===== src/rtl/dmem_arbiter_if.sv =====
// Bus bundle between the two requesters (processor load/store port C, DMA port D),
// the shared data memory, and the dmem_arbiter that multiplexes them.
interface dmem_arbiter_if #(
  parameter int ADDR_W = 16,
  parameter int DATA_W = 16
);

  // Port C: processor load/store path
  logic              c_req;
  logic              c_we;
  logic [ADDR_W-1:0] c_addr;
  logic [DATA_W-1:0] c_wdata;
  logic              c_ack;
  logic [DATA_W-1:0] c_rdata;
  logic              c_stall;

  // Port D: DMA / loader engine
  logic              d_req;
  logic              d_we;
  logic [ADDR_W-1:0] d_addr;
  logic [DATA_W-1:0] d_wdata;
  logic              d_ack;
  logic [DATA_W-1:0] d_rdata;

  // Single-port data memory
  logic [ADDR_W-1:0] mem_address;
  logic [DATA_W-1:0] mem_writedata;
  logic              mem_memwrite;
  logic              mem_memread;
  logic [DATA_W-1:0] mem_readdata;

  modport slave (
    input  c_req, c_we, c_addr, c_wdata,
    input  d_req, d_we, d_addr, d_wdata,
    input  mem_readdata,
    output c_ack, c_rdata, c_stall,
    output d_ack, d_rdata,
    output mem_address, mem_writedata, mem_memwrite, mem_memread
  );

  modport master (
    output c_req, c_we, c_addr, c_wdata,
    output d_req, d_we, d_addr, d_wdata,
    output mem_readdata,
    input  c_ack, c_rdata, c_stall,
    input  d_ack, d_rdata,
    input  mem_address, mem_writedata, mem_memwrite, mem_memread
  );

endinterface


===== src/rtl/dmem_arbiter.sv =====
// Round-robin arbiter sharing one single-port data memory between the processor
// (port C) and a DMA engine (port D); one registered grant per cycle, zero-wait memory.
module dmem_arbiter #(
  parameter int ADDR_W = 16,
  parameter int DATA_W = 16
) (
  input  logic          clk,
  input  logic          reset,
  dmem_arbiter_if.slave bus,
  input  logic          cnt_clr,
  output logic [15:0]   conflict_cnt
);

  typedef enum logic [1:0] {
    GNT_NONE = 2'b00,
    GNT_C    = 2'b01,
    GNT_D    = 2'b10
  } gnt_state_t;

  localparam logic PORT_C = 1'b0;
  localparam logic PORT_D = 1'b1;

  gnt_state_t        gnt_q, gnt_d;
  logic              last_id_q, last_id_d;
  logic [15:0]       conflict_cnt_q, conflict_cnt_d;

  logic              c_ack, d_ack;
  logic              c_elig, d_elig;
  logic              contention;
  logic [ADDR_W-1:0] mem_address;
  logic [DATA_W-1:0] mem_writedata;
  logic              mem_memwrite, mem_memread;

  // The port acked this cycle sits out the next edge so its still-high req is not re-served.
  always_comb begin
    c_ack  = (gnt_q == GNT_C);
    d_ack  = (gnt_q == GNT_D);
    c_elig = bus.c_req & ~c_ack;
    d_elig = bus.d_req & ~d_ack;
  end

  // NOTE: every output of a combinational block gets a default first, so no path
  // leaves it unassigned and no latch is inferred.
  always_comb begin
    gnt_d     = GNT_NONE;
    last_id_d = last_id_q;
    if (c_elig && d_elig) begin
      if (last_id_q == PORT_D) begin
        gnt_d     = GNT_C;
        last_id_d = PORT_C;
      end else begin
        gnt_d     = GNT_D;
        last_id_d = PORT_D;
      end
    end else if (c_elig) begin
      gnt_d     = GNT_C;
      last_id_d = PORT_C;
    end else if (d_elig) begin
      gnt_d     = GNT_D;
      last_id_d = PORT_D;
    end
  end

  // Contention: both want the memory but neither is served, or one is served while the other waits.
  always_comb begin
    contention = (bus.c_req & bus.d_req & ~(c_ack | d_ack))
               | (c_ack & bus.d_req)
               | (d_ack & bus.c_req);

    conflict_cnt_d = conflict_cnt_q;
    if (cnt_clr) begin
      conflict_cnt_d = '0;
    end else if (contention && (conflict_cnt_q != 16'hFFFF)) begin
      conflict_cnt_d = conflict_cnt_q + 16'd1;
    end
  end

  // Memory side is driven straight from the granted port so memwrite is stable for the whole cycle.
  always_comb begin
    mem_address   = '0;
    mem_writedata = '0;
    mem_memwrite  = 1'b0;
    mem_memread   = 1'b0;
    unique case (gnt_q)
      GNT_C: begin
        mem_address   = bus.c_addr;
        mem_writedata = bus.c_wdata;
        mem_memwrite  = bus.c_we;
        mem_memread   = ~bus.c_we;
      end
      GNT_D: begin
        mem_address   = bus.d_addr;
        mem_writedata = bus.d_wdata;
        mem_memwrite  = bus.d_we;
        mem_memread   = ~bus.d_we;
      end
      default: ;
    endcase
  end

  // NOTE: state registers use non-blocking assignments so every flop samples the
  // pre-edge values, independent of the order the blocks are evaluated in.
  always_ff @(posedge clk or negedge reset) begin
    if (!reset) begin
      gnt_q          <= GNT_NONE;
      last_id_q      <= PORT_D;
      conflict_cnt_q <= '0;
    end else begin
      gnt_q          <= gnt_d;
      last_id_q      <= last_id_d;
      conflict_cnt_q <= conflict_cnt_d;
    end
  end

  assign bus.c_ack         = c_ack;
  assign bus.d_ack         = d_ack;
  assign bus.c_stall       = bus.c_req & ~c_ack;
  assign bus.c_rdata       = (c_ack && !bus.c_we) ? bus.mem_readdata : '0;
  assign bus.d_rdata       = (d_ack && !bus.d_we) ? bus.mem_readdata : '0;
  assign bus.mem_address   = mem_address;
  assign bus.mem_writedata = mem_writedata;
  assign bus.mem_memwrite  = mem_memwrite;
  assign bus.mem_memread   = mem_memread;
  assign conflict_cnt      = conflict_cnt_q;

endmodule


===== src/flat_wrapper.sv =====
// flat-port wrapper written by rule: the top's interface ports become plain ports
module dmem_arbiter_flat 
#(
  parameter int ADDR_W = 16,
  parameter int DATA_W = 16
)
  (clk, reset, cnt_clr, conflict_cnt, bus_c_req, bus_c_we, bus_c_addr, bus_c_wdata, bus_d_req, bus_d_we, bus_d_addr, bus_d_wdata, bus_mem_readdata, bus_c_ack, bus_c_rdata, bus_c_stall, bus_d_ack, bus_d_rdata, bus_mem_address, bus_mem_writedata, bus_mem_memwrite, bus_mem_memread);
  dmem_arbiter_if #(.ADDR_W(ADDR_W), .DATA_W(DATA_W)) bus_i ();
  input  logic clk;
  input  logic reset;
  input  logic cnt_clr;
  output logic [15:0] conflict_cnt;
  input wire logic [$bits(bus_i.c_req)-1:0] bus_c_req;
  input wire logic [$bits(bus_i.c_we)-1:0] bus_c_we;
  input wire logic [$bits(bus_i.c_addr)-1:0] bus_c_addr;
  input wire logic [$bits(bus_i.c_wdata)-1:0] bus_c_wdata;
  input wire logic [$bits(bus_i.d_req)-1:0] bus_d_req;
  input wire logic [$bits(bus_i.d_we)-1:0] bus_d_we;
  input wire logic [$bits(bus_i.d_addr)-1:0] bus_d_addr;
  input wire logic [$bits(bus_i.d_wdata)-1:0] bus_d_wdata;
  input wire logic [$bits(bus_i.mem_readdata)-1:0] bus_mem_readdata;
  output wire logic [$bits(bus_i.c_ack)-1:0] bus_c_ack;
  output wire logic [$bits(bus_i.c_rdata)-1:0] bus_c_rdata;
  output wire logic [$bits(bus_i.c_stall)-1:0] bus_c_stall;
  output wire logic [$bits(bus_i.d_ack)-1:0] bus_d_ack;
  output wire logic [$bits(bus_i.d_rdata)-1:0] bus_d_rdata;
  output wire logic [$bits(bus_i.mem_address)-1:0] bus_mem_address;
  output wire logic [$bits(bus_i.mem_writedata)-1:0] bus_mem_writedata;
  output wire logic [$bits(bus_i.mem_memwrite)-1:0] bus_mem_memwrite;
  output wire logic [$bits(bus_i.mem_memread)-1:0] bus_mem_memread;
  assign bus_i.c_req = bus_c_req;
  assign bus_i.c_we = bus_c_we;
  assign bus_i.c_addr = bus_c_addr;
  assign bus_i.c_wdata = bus_c_wdata;
  assign bus_i.d_req = bus_d_req;
  assign bus_i.d_we = bus_d_we;
  assign bus_i.d_addr = bus_d_addr;
  assign bus_i.d_wdata = bus_d_wdata;
  assign bus_i.mem_readdata = bus_mem_readdata;
  assign bus_c_ack = bus_i.c_ack;
  assign bus_c_rdata = bus_i.c_rdata;
  assign bus_c_stall = bus_i.c_stall;
  assign bus_d_ack = bus_i.d_ack;
  assign bus_d_rdata = bus_i.d_rdata;
  assign bus_mem_address = bus_i.mem_address;
  assign bus_mem_writedata = bus_i.mem_writedata;
  assign bus_mem_memwrite = bus_i.mem_memwrite;
  assign bus_mem_memread = bus_i.mem_memread;
  dmem_arbiter #(.ADDR_W(ADDR_W), .DATA_W(DATA_W)) u_core (.clk(clk), .reset(reset), .bus(bus_i), .cnt_clr(cnt_clr), .conflict_cnt(conflict_cnt));
endmodule

===== config.mk =====
export PLATFORM = sky130hd
export DESIGN_NAME = dmem_arbiter_flat
export DESIGN_NICKNAME = d
export VERILOG_FILES = /design/src/rtl/dmem_arbiter_if.sv /design/src/rtl/dmem_arbiter.sv /design/src/flat_wrapper.sv
export SDC_FILE = /design/constraint.sdc
export NUM_CORES = 1
export LEC_CHECK = 0
export CAP_MARGIN = 0
export CORE_AREA = 8 8 82 84
export CTS_CLUSTER_SIZE = 8
export DETAILED_ROUTE_END_ITERATION = 8
export DIE_AREA = 0 0 90 92
export GPL_TIMING_DRIVEN = 0
export PLACE_DENSITY = 0.95
export SYNTH_ARGS = -nofsm -noshare
export SYNTH_HDL_FRONTEND = slang
export SYNTH_SLANG_ARGS = --single-unit

===== constraint.sdc =====
create_clock -name clk -period 5.2 [get_ports clk]
set_input_delay 1.04 -clock clk [delete_from_list [all_inputs] [get_ports clk]]
set_output_delay 1.04 -clock clk [all_outputs]
set_load 0.02 [all_outputs]

* Yosys cells after proc, flatten, opt, wreduce, memory -nomap -nowiden
Index checks and enable logic that the tools add are counted.
** Word-level totals
- Register bits after elaboration :: 19
- Input bits :: 87
- Logic and storage cells :: 45
** Cells by class
- Add/subtract/negate cells :: 1
- Equality and inequality tests :: 3
- Mux-type cells :: 16
- Bitwise gates (word level) :: 14
- Reduce and logical (&&, ||, !) cells :: 8
** Operator list (count)
- $mux W16 :: 4
- $pmux W16 S2 :: 2
- $add A16 B1 Y16 const B :: 1
- $ne A16 B16 Y1 const B :: 1
- $mux W2 :: 4
- $and A1 B1 Y1 :: 6
- $not A1 Y1 :: 5
- $logic_and A1 B1 Y1 :: 4
- $mux W1 :: 4
- $pmux W1 S2 :: 2
- $or A1 B1 Y1 :: 3
- $reduce_bool A3 Y1 :: 1
- $eq A2 B1 Y1 const B :: 1
- $eq A2 B2 Y1 const B :: 1
- $logic_not A1 Y1 :: 2
- $reduce_bool A2 Y1 :: 1

* Longest topological paths before layout
Gate-level depths: netlist (run 1).
- Depth in word-level cells :: 9
- Depth in mapped cells :: 8

* Least setup slack after synthesis (run 1)
No wires, ideal clock.
- Path kind :: input to output
- Start point :: input bus_c_we
- End point :: output bus_mem_memread
- Arrival time :: 1.852 ns
- Required time :: 4.160 ns
- Slack :: 2.308 ns
- Cell stages on the path :: 4
- Buffers on the path :: 1
- Cell sequence :: nor2b_1 -> clkbuf_1 -> nor2_1 -> nor2_1
** Between the ends
- Cells in the longest elaborated chain, start to end :: 2
** RTL lines
- start: declaration :: line flat_wrapper.sv:14 : input wire logic [$bits(bus_i.c_we)-1:0] bus_c_we;
- $not A1 Y1 :: line dmem_arbiter.sv:89 : mem_memread = ~bus.c_we;
- $pmux W1 S2 :: line dmem_arbiter.sv:84 : unique case (gnt_q)
- end: declaration :: line flat_wrapper.sv:30 : output wire logic [$bits(bus_i.mem_memread)-1:0] bus_mem_memread;
Every way passes these cells.

* Worst setup path in the final report (run 1)
- Start point :: input bus_d_we
- End point :: output bus_mem_memread
** Between the ends
- Cells in the longest elaborated chain, start to end :: 2
** RTL lines
- start: declaration :: line flat_wrapper.sv:18 : input wire logic [$bits(bus_i.d_we)-1:0] bus_d_we;
- $not A1 Y1 :: line dmem_arbiter.sv:95 : mem_memread = ~bus.d_we;
- $pmux W1 S2 :: line dmem_arbiter.sv:84
Every way passes these cells.

==> results.json, run 1 <==
{
  "status": "complete, no violations",
  "grtUsageTotal": 0.205,
  "grt_antenna_before_repair": 0,
  "endpoint_kind": "output pin",
  "synth-seq-area-share": 0.272,
  "pwr-share-comb": 0.654,
  "final_nets": 487,
  "io_pins": 172,
  "n_antenna_cell": 0,
  "fin_worst_skew_ps": 6.27,
  "grt_pass1_wl_mm": 13.8,
  "rsz0062_at_grt": "no",
  "syn_inst": 222,
  "synth_xor_area_frac": 0.0700,
  "yosysMostFrequentCell": "nor2_1",
  "cp_data_required_time_ps": 4160,
  "cts-root-buf": "clkbuf_8",
  "synth_area_leaders": "dfrtp_1 (26%), a22oi_1 (14%), and2_1 (12%), nor2_1 (12%), xnor2_1 (7.0%)",
  "finalHoldViolations": 0,
  "clock_sinks": 19,
  "synth_seq_cells": 19,
  "dp_slack_ps": 1160,
  "cp.arrival_ps": 3010,
  "worst_pin_slew_ps": 809,
  "cts_buffer_depth": 2,
  "drtIter0Drc": 74,
  "syn2layout_area_growth_pct": 105,
  "switchingPower_mw": 0.330,
  "drv_slew": 0,
  "drive_gt1_frac": 0.0556,
  "synth_edf_count": 0,
  "place.gp.congestion": 0.893,
  "critical_path.slowest_cell": "clkdlybuf4s50_1",
  "async_reset_ff_frac": 1.00,
  "p_leak_nw": 1.37,
  "placed_cells": 464,
  "worstPathMaxFanout": 10,
  "clock_power_share": 0.131,
  "start_util": 0.324,
  "hold_ws_ps": 521,
  "path_cells": "clkdlybuf4s50_1 > nor2b_1 > clkbuf_1 > nor2_1 > nor2_1 > clkdlybuf4s50_1",
  "clk_latency_ps": 260,
  "cellPowerDensity_nw_per_um2": 219,
  "fin_crit_sh": 0.780,
  "fmax_mhz": 247,
  "viasPerCell": 4.97,
  "post-route-util": 0.664,
  "peakVddDrop_mv": 0.167,
  "cts_hold_buffers": 0,
  "cts_tree": "yes",
  "yosysWarnings": 0,
  "setup_viol": 0,
  "synth-adder-area-share": 0.0214,
  "synth_compound_area_frac": 0.218,
  "syn_area_um2": 1750,
  "die_w_um": 90,
  "setup_ws_ps": 1150,
  "cp_num_buf_inv": 3,
  "maxSlewHeadroom": 0.459,
  "synth_top_area_frac": 0.257,
  "crit_type": "primary input to output pin",
  "synth_top_family_by_area": "simple AND/OR/NAND/NOR gates",
  "grt_pass1_vias": 2411,
  "die_h_um": 92,
  "io_buffer_count": 170,
  "p_sw_frac": 0.419,
  "synthTopCellsByCount": "nor2_1 (54), and2_1 (34), a22oi_1 (33)",
  "p_int_mw": 0.457,
  "fin_setup_tns_ps": 0,
  "yosysTopAreaCell": "dfrtp_1",
  "fin_cells": 468,
  "crit_path_start_kind": "primary input",
  "path_delay_family": "buffers and inverters",
  "stdcell_area_um2": 3590,
  "ant_nets": 0,
  "dp_hpwl_mm": 7.59,
  "wl_mm": 8.81,
  "synth_mux_area_frac": 0.00571,
  "place_area_um2": 3540,
  "ctsHtreeMaxLevel": 1,
  "post_cts_buffers": 0,
  "max_stage_delay_ps": 640,
  "synth_area_per_cell_um2": 7.90,
  "drc_errors": 0,
  "cts_made_buffers": 3,
  "dieArea_um2": 8280,
  "vias": 2327,
  "syn-num-nets": 312,
  "synthFlopType": "dfrtp_1",
  "dr.pass1.iters": 4,
  "ff2ff_setup_slack_ps": 3250,
  "hp-class": "register to register",
  "synth-simple-area-share": 0.359,
  "power_mw": 0.788,
  "avgRoutedWirePerCell_um": 18.8,
  "synthDistinctLibCells": 41,
  "grt_max_degree": 20,
  "fin_crit_ps": 4050,
  "grt_overflow_total": 0,
  "path_clk_slew_ps": 70,
  "seqPwrFrac": 0.215,
  "row_count": 27,
  "core_area_um2": 5410,
  "cap_viol_max_count": 0,
  "ctsResizeCount": 0
}
placed cells by master (no fill, tap or decap), types with 2 or more instances in the layout:
master | Yosys | layout
a211oi_1 | 2 | 2
a21oi_1 | 3 | 3
a22oi_1 | 33 | 33
a311oi_1 | 2 | 2
and2_1 | 34 | 34
and4_4 | 2 | 2
buf_2 | 3 | 3
clkbuf_1 | 11 | 11
clkbuf_8 | 0 | 3
clkdlybuf4s50_1 | 0 | 170
dfrtp_1 | 18 | 18
ha_1 | 3 | 3
inv_1 | 3 | 3
nand2_1 | 7 | 7
nand2b_1 | 2 | 2
nand4_1 | 2 | 2
nor2_1 | 54 | 54
nor2b_1 | 2 | 2
nor3_1 | 3 | 3
nor4_1 | 2 | 2
xnor2_1 | 14 | 14
metal layers:
layer	GRT usage	vias up	wire length [um]
met5	0	-	0
met4	0.0347	0	70
met3	0.0538	7	611
met2	0.401	95	4890
met1	0.215	1100	3240
li1	-	1125	-
path summary, 6_finish.rpt:
kind / startpoint / cells after the start / endpoint
max: bus_d_we / 6 / bus_mem_memread
min in group asynchronous: reset / 1 / u_core.conflict_cnt[1]
max reg2reg: u_core.gnt_q[0] / 8 / u_core.conflict_cnt[11]
min: u_core.last_id_q / 1 / u_core.last_id_q
min reg2reg: u_core.last_id_q / 1 / u_core.last_id_q
max in group asynchronous: reset / 1 / u_core.conflict_cnt[15]
flip-flops by register name, summed over array words and instances (netlist names):
name and flops:
u_core.last_id_q 1, u_core.gnt_q 2, u_core.conflict_cnt 16
worst register-to-register path: stages (launching register included):
cell and delay (ps):
dfrtp_1 350, inv_1 50, ha_1 260, buf_2 180, and3_4 240, o2111ai_4 170, nor3b_1 330, xnor2_1 180
nor2_1 60
power groups by stage:
| stage | logic [mW] | registers (mW) | clock network (mW) |
|---|---|---|---|
| after floorplan | 0.256 | 0.176 | 0 |
| after global placement | 0.507 | 0.171 | 0 |
| after detailed placement | 0.518 | 0.172 | 0 |
| after CTS | 0.520 | 0.169 | 0.106 |
| after global routing | 0.555 | 0.171 | 0.113 |
| final | 0.515 | 0.169 | 0.104 |
area by class of cell:
| cell class | instances | area (um2) |
|---|---|---|
| Clock buffer | 3 | 41.3 |
| Tap cell | 72 | 90.1 |
| Inverter | 3 | 11.3 |
| Sequential cell | 19 | 477 |
| Fill cell | 442 | 1810 |
| Multi-Input combinational cell | 183 | 1180 |
| Timing Repair Buffer | 170 | 1700 |
| Clock inverter | 1 | 5.00 |
| Buffer | 17 | 83.8 |
cells by family (layout without fill, tap and decap cells):
family | Yosys count | after routing
AOI/OAI and AO/OA | 48 | 48
buffers and inverters | 20 | 194
xor gates and xnor gates | 14 | 14
DFF | 19 | 19
adders and majority gates | 3 | 3
and+or+nand+nor | 117 | 117
muxes | 1 | 1
Note: power is estimated with default switching activity, not from simulation.
==> run 2: changes to the inputs <==
CORE_AREA = 8 8 86 88   (was 8 8 82 84)
DIE_AREA = 0 0 94 96   (was 0 0 90 92)
PLACE_DENSITY = 0.88   (was 0.95)
clock period = 3.88 ns   (was 5.2 ns; I/O delays follow)
==> results.json, run 2 (synthesized netlist as in run 1, its figures left out) <==
{
  "status": "complete, no violations",
  "syn2layout_area_growth_pct": 105,
  "p_int_mw": 0.614,
  "core_area_um2": 6100,
  "fin_crit_sh": 0.893,
  "crit_path_start_kind": "primary input",
  "worstPathMaxFanout": 10,
  "ff2ff_setup_slack_ps": 1960,
  "grtUsageTotal": 0.166,
  "grt_pass1_vias": 2266,
  "routedLengthMet1_mm": 3.30,
  "wl_mm": 8.28,
  "dr.pass1.iters": 4,
  "cp_data_required_time_ps": 3100,
  "n_antenna_cell": 0,
  "final_nets": 487,
  "ctsHtreeMaxLevel": 1,
  "grt_max_degree": 20,
  "layout_common_cells": "clkdlybuf4s50_1 (170), nor2_1 (54), and2_1 (34)",
  "grt_pass1_wl_mm": 12.1,
  "drive_gt1_frac": 0.0530,
  "dp_hpwl_mm": 7.11,
  "peakVddDrop_mv": 0.173,
  "worst_pin_slew_ps": 865,
  "p_sw_frac": 0.416,
  "fin_setup_tns_ps": 0,
  "cap_viol_max_count": 0,
  "clock_power_share": 0.130,
  "io_buffer_count": 170,
  "maxSlewHeadroom": 0.422,
  "drtIter0Drc": 60,
  "avgRoutedWirePerCell_um": 17.5,
  "clk_latency_ps": 250,
  "vias": 2287,
  "fin_worst_skew_ps": 1.47,
  "crit_type": "primary input to output pin",
  "finalHoldViolations": 0,
  "clock_sinks": 19,
  "largest_reg_flops": 16,
  "ctsResizeCount": 0,
  "top_layer": "met4",
  "place.gp.congestion": 0.855,
  "cts_made_buffers": 3,
  "cts_hold_buffers": 0,
  "dieArea_um2": 9020,
  "switchingPower_mw": 0.437,
  "wl_met2_mm": 4.23,
  "grt_overflow_total": 0,
  "endpoint_kind": "output pin",
  "die_h_um": 96,
  "cts-root-buf": "clkbuf_8",
  "grt_antenna_before_repair": 0,
  "io_pins": 172,
  "fin_crit_ps": 3460,
  "rsz0062_at_grt": "no",
  "p_leak_nw": 1.37,
  "post_cts_buffers": 0,
  "ant_nets": 0,
  "seqPwrFrac": 0.216,
  "cp.arrival_ps": 2690,
  "final_common_cell": "clkdlybuf4s50_1",
  "drv_slew": 0,
  "cts_tree": "yes",
  "viasPerCell": 4.84,
  "path_clk_slew_ps": 70,
  "drc_errors": 0,
  "die_w_um": 94,
  "start_util": 0.288,
  "row_count": 29,
  "cts_buffer_depth": 2,
  "power_mw": 1.05,
  "fmax_mhz": 289,
  "dr_wl_met3_um": 662,
  "cellPowerDensity_nw_per_um2": 292,
  "fin_cells": 473,
  "pwr-share-comb": 0.654,
  "setup_viol": 0,
  "placed_cells": 469,
  "hp-class": "register to register"
}
==> run 2: cell types whose count changed in the layout (fill, tap and decap cells not counted) <==
cell      before  now
clkinv_2       1    0
clkbuf_1      11   12
==> run 2: critical path, cell delays in order <==
cell and delay, ps:
clkdlybuf4s50_1 420, nor2b_1 370, clkbuf_1 320, nor2_1 90, nor2_1 100, clkdlybuf4s50_1 610
==> run 2: layer usage <==
layer | GRT usage | vias to the layer above
li1 | - | 1124
met1 | 0.190 | 1057
met2 | 0.310 | 100
met3 | 0.0390 | 6
met4 | 0.0277 | 0
met5 | 0 | -
==> run 2: final cells by class <==
type                            instances  area, um2
Fill cell                             532       2500
Timing Repair Buffer                  170       1700
Multi-Input combinational cell        183       1180
Sequential cell                        19        477
Tap cell                               77       96.3
Buffer                                 17       83.8
Clock buffer                            4       45.0
Inverter                                3       11.3
==> run 2: worst paths after layout <==
check / startpoint / endpoint / cells past startpoint
max in group asynchronous: reset / u_core.conflict_cnt[5] / 1
min: u_core.last_id_q / u_core.last_id_q / 1
min reg2reg: u_core.last_id_q / u_core.last_id_q / 1
max reg2reg: u_core.gnt_q[0] / u_core.conflict_cnt[10] / 8
min in group asynchronous: reset / u_core.conflict_cnt[10] / 1
max: bus_c_we / bus_mem_memread / 6
==> run 2: metrics by stage <==
step	area [um2]	hold slack, ps	setup slack, ps	utilization
final	3600	520	416	0.590
after global routing	3600	542	268	0.590
after CTS	3600	521	407	0.590
after detailed placement	3550	511	407	0.583
after global placement	3550	501	426	0.583
after floorplan	1750	480	1370	-
==> run 2: power groups by stage <==
| stage | Sequential, mW | Combinational [mW] | Clock (mW) |
|---|---|---|---|
| 2_1_floorplan | 0.235 | 0.343 | 0 |
| 3_3_place_gp | 0.230 | 0.681 | 0 |
| 3_5_place_dp | 0.231 | 0.693 | 0 |
| 4_1_cts | 0.227 | 0.696 | 0.143 |
| 5_1_grt | 0.229 | 0.747 | 0.151 |
| 6_report | 0.227 | 0.688 | 0.136 |
==> run 3: changes to the inputs <==
CORE_AREA = 8 8 72 74   (was 8 8 86 88)
DIE_AREA = 0 0 80 82   (was 0 0 94 96)
DONT_BUFFER_PORTS = 1   (was not set)
GPL_TIMING_DRIVEN = 1   (was 0)
PLACE_DENSITY = 0.66   (was 0.88)
==> results.json, run 3 (synthesized netlist as in run 1, its figures left out) <==
{
  "drc_errors": 0,
  "p_leak_nw": 0.709,
  "cellPowerDensity_nw_per_um2": 422,
  "dp_hpwl_mm": 5.05,
  "cap_viol_max_count": 0,
  "viasPerCell": 6.23,
  "ff2ff_setup_slack_ps": 1400,
  "fin_crit_ps": 2740,
  "endpoint_kind": "output pin",
  "nFillCells": 418,
  "cts_made_buffers": 3,
  "io_pins": 172,
  "clk_latency_ps": 260,
  "setup_viol": 0,
  "crit_type": "register to output pin",
  "cts-root-buf": "clkbuf_8",
  "hp-class": "primary input to async pin",
  "cp.arrival_ps": 1970,
  "crit_path_start_kind": "register",
  "die_h_um": 82,
  "cts_buffer_depth": 2,
  "place.gp.congestion": 0.837,
  "grt_max_degree": 37,
  "rsz0062_at_grt": "no",
  "final_common_cell": "nor2_1",
  "max_stage_delay_ps": 650,
  "grtUsageTotal": 0.154,
  "ctsResizeCount": 0,
  "post_cts_buffers": 0,
  "start_util": 0.423,
  "critical_path.slowest_cell": "ha_1",
  "ctsHtreeMaxLevel": 1,
  "fmax_mhz": 365,
  "dieArea_um2": 6560,
  "finalHoldViolations": 0,
  "largest_reg_flops": 16,
  "wl_mm": 6.09,
  "core_area_um2": 4140,
  "drv_slew": 0,
  "path_clk_slew_ps": 70,
  "path_cells": "inv_1 > ha_1 > buf_4 > nor2_1",
  "cts_hold_buffers": 0,
  "ant_nets": 0,
  "final_nets": 303,
  "r2r-start": "u_core.gnt_q[0]",
  "avgRoutedWirePerCell_um": 23.1,
  "cp_data_required_time_ps": 3100,
  "grt_antenna_before_repair": 0,
  "post-route-util": 0.435,
  "reg2reg_to": "u_core.conflict_cnt[10]",
  "cp_num_buf_inv": 2,
  "vias": 1646,
  "die_w_um": 80,
  "row_count": 24,
  "layout_common_cells": "nor2_1 (54), and2_1 (34), a22oi_1 (33)",
  "maxSlewHeadroom": 0.381,
  "grt_pass1_vias": 1474,
  "worst_pin_slew_ps": 928,
  "fin_crit_sh": 0.707,
  "fin_worst_skew_ps": 3.08,
  "peakVddDrop_mv": 0.304,
  "grt_overflow_total": 0,
  "grt_pass1_wl_mm": 8.09,
  "path_delay_family": "adder cells",
  "clock_sinks": 19,
  "dr.pass1.iters": 4,
  "n_antenna_cell": 0,
  "syn2layout_area_growth_pct": 2.86,
  "fin_setup_tns_ps": 0,
  "drive_gt1_frac": 0.0943,
  "worstPathMaxFanout": 32,
  "io_buffer_count": 0,
  "drtIter0Drc": 48,
  "status": "complete, no violations",
  "cts_tree": "yes",
  "r2r_cells": 7
}
-- run 3: cell count changes in the layout (fill, tap and decap cells not counted) --
cell             previous run  this run
clkinv_2                    0         1
buf_2                       3         0
dlymetal6s2s_1              1         0
clkbuf_4                    1         0
buf_4                       1         3
clkbuf_1                   12         0
clkdlybuf4s50_1           170         0
-- run 3: metal layers --
| metal | global-route usage | vias to the layer above | part of all wire |
|---|---|---|---|
| met1 | 0.173 | 787 | 0.34 |
| li1 | - | 747 | - |
| met5 | 0 | - | 0 |
| met2 | 0.266 | 105 | 0.53 |
| met4 | 0.0473 | 0 | 0.0098 |
| met3 | 0.0569 | 7 | 0.12 |
-- run 3: where the power goes --
part / internal (mW) / switching, mW / leakage [nW]
Combinational: 0.0967 / 0.290 / 0.426
Clock: 0.0715 / 0.0675 / 0.0255
Sequential: 0.215 / 0.0210 / 0.258
Total: 0.383 / 0.378 / 0.709
-- run 3: per-stage QoR --
| step | hold slack (ps) | power [mW] | setup slack, ps | cell area [um2] | instances |
|---|---|---|---|---|---|
| 2_1_floorplan | 480 | 0.578 | 1370 | 1750 | 222 |
| 4_1_cts | 193 | 0.771 | 1130 | 1800 | 264 |
| 6_report | 203 | 0.762 | 1140 | 1800 | 264 |
| 3_3_place_gp | 481 | 0.623 | 1370 | 1760 | 260 |
| 5_1_grt | 186 | 0.810 | 937 | 1800 | 264 |
| 3_5_place_dp | 481 | 0.629 | 1330 | 1760 | 260 |
-- run 3: worst max-delay path by stage --
stage          slack (ps)             from  depth (start not counted)                  end
2_1_floorplan        1370  u_core.gnt_q[1]                          7      bus_mem_memread
3_3_place_gp         1370         bus_c_we                          3      bus_mem_memread
3_5_place_dp         1330         bus_c_we                          3      bus_mem_memread
4_1_cts              1130  u_core.gnt_q[0]                          4   bus_mem_address[1]
5_1_grt               940  u_core.gnt_q[1]                          5      bus_mem_memread
6_report             1140  u_core.gnt_q[0]                          4  bus_mem_address[10]
-- run 3: area by class of cell --
cell class,count,area [um2],area share
Multi-Input combinational cell,183,1180,0.655
Sequential cell,19,477,0.264
Tap cell,52,65.1,0.0361
Clock buffer,3,41.3,0.0229
Timing Repair Buffer,3,22.5,0.0125
Inverter,3,11.3,0.00625
Clock inverter,1,5.00,0.00278
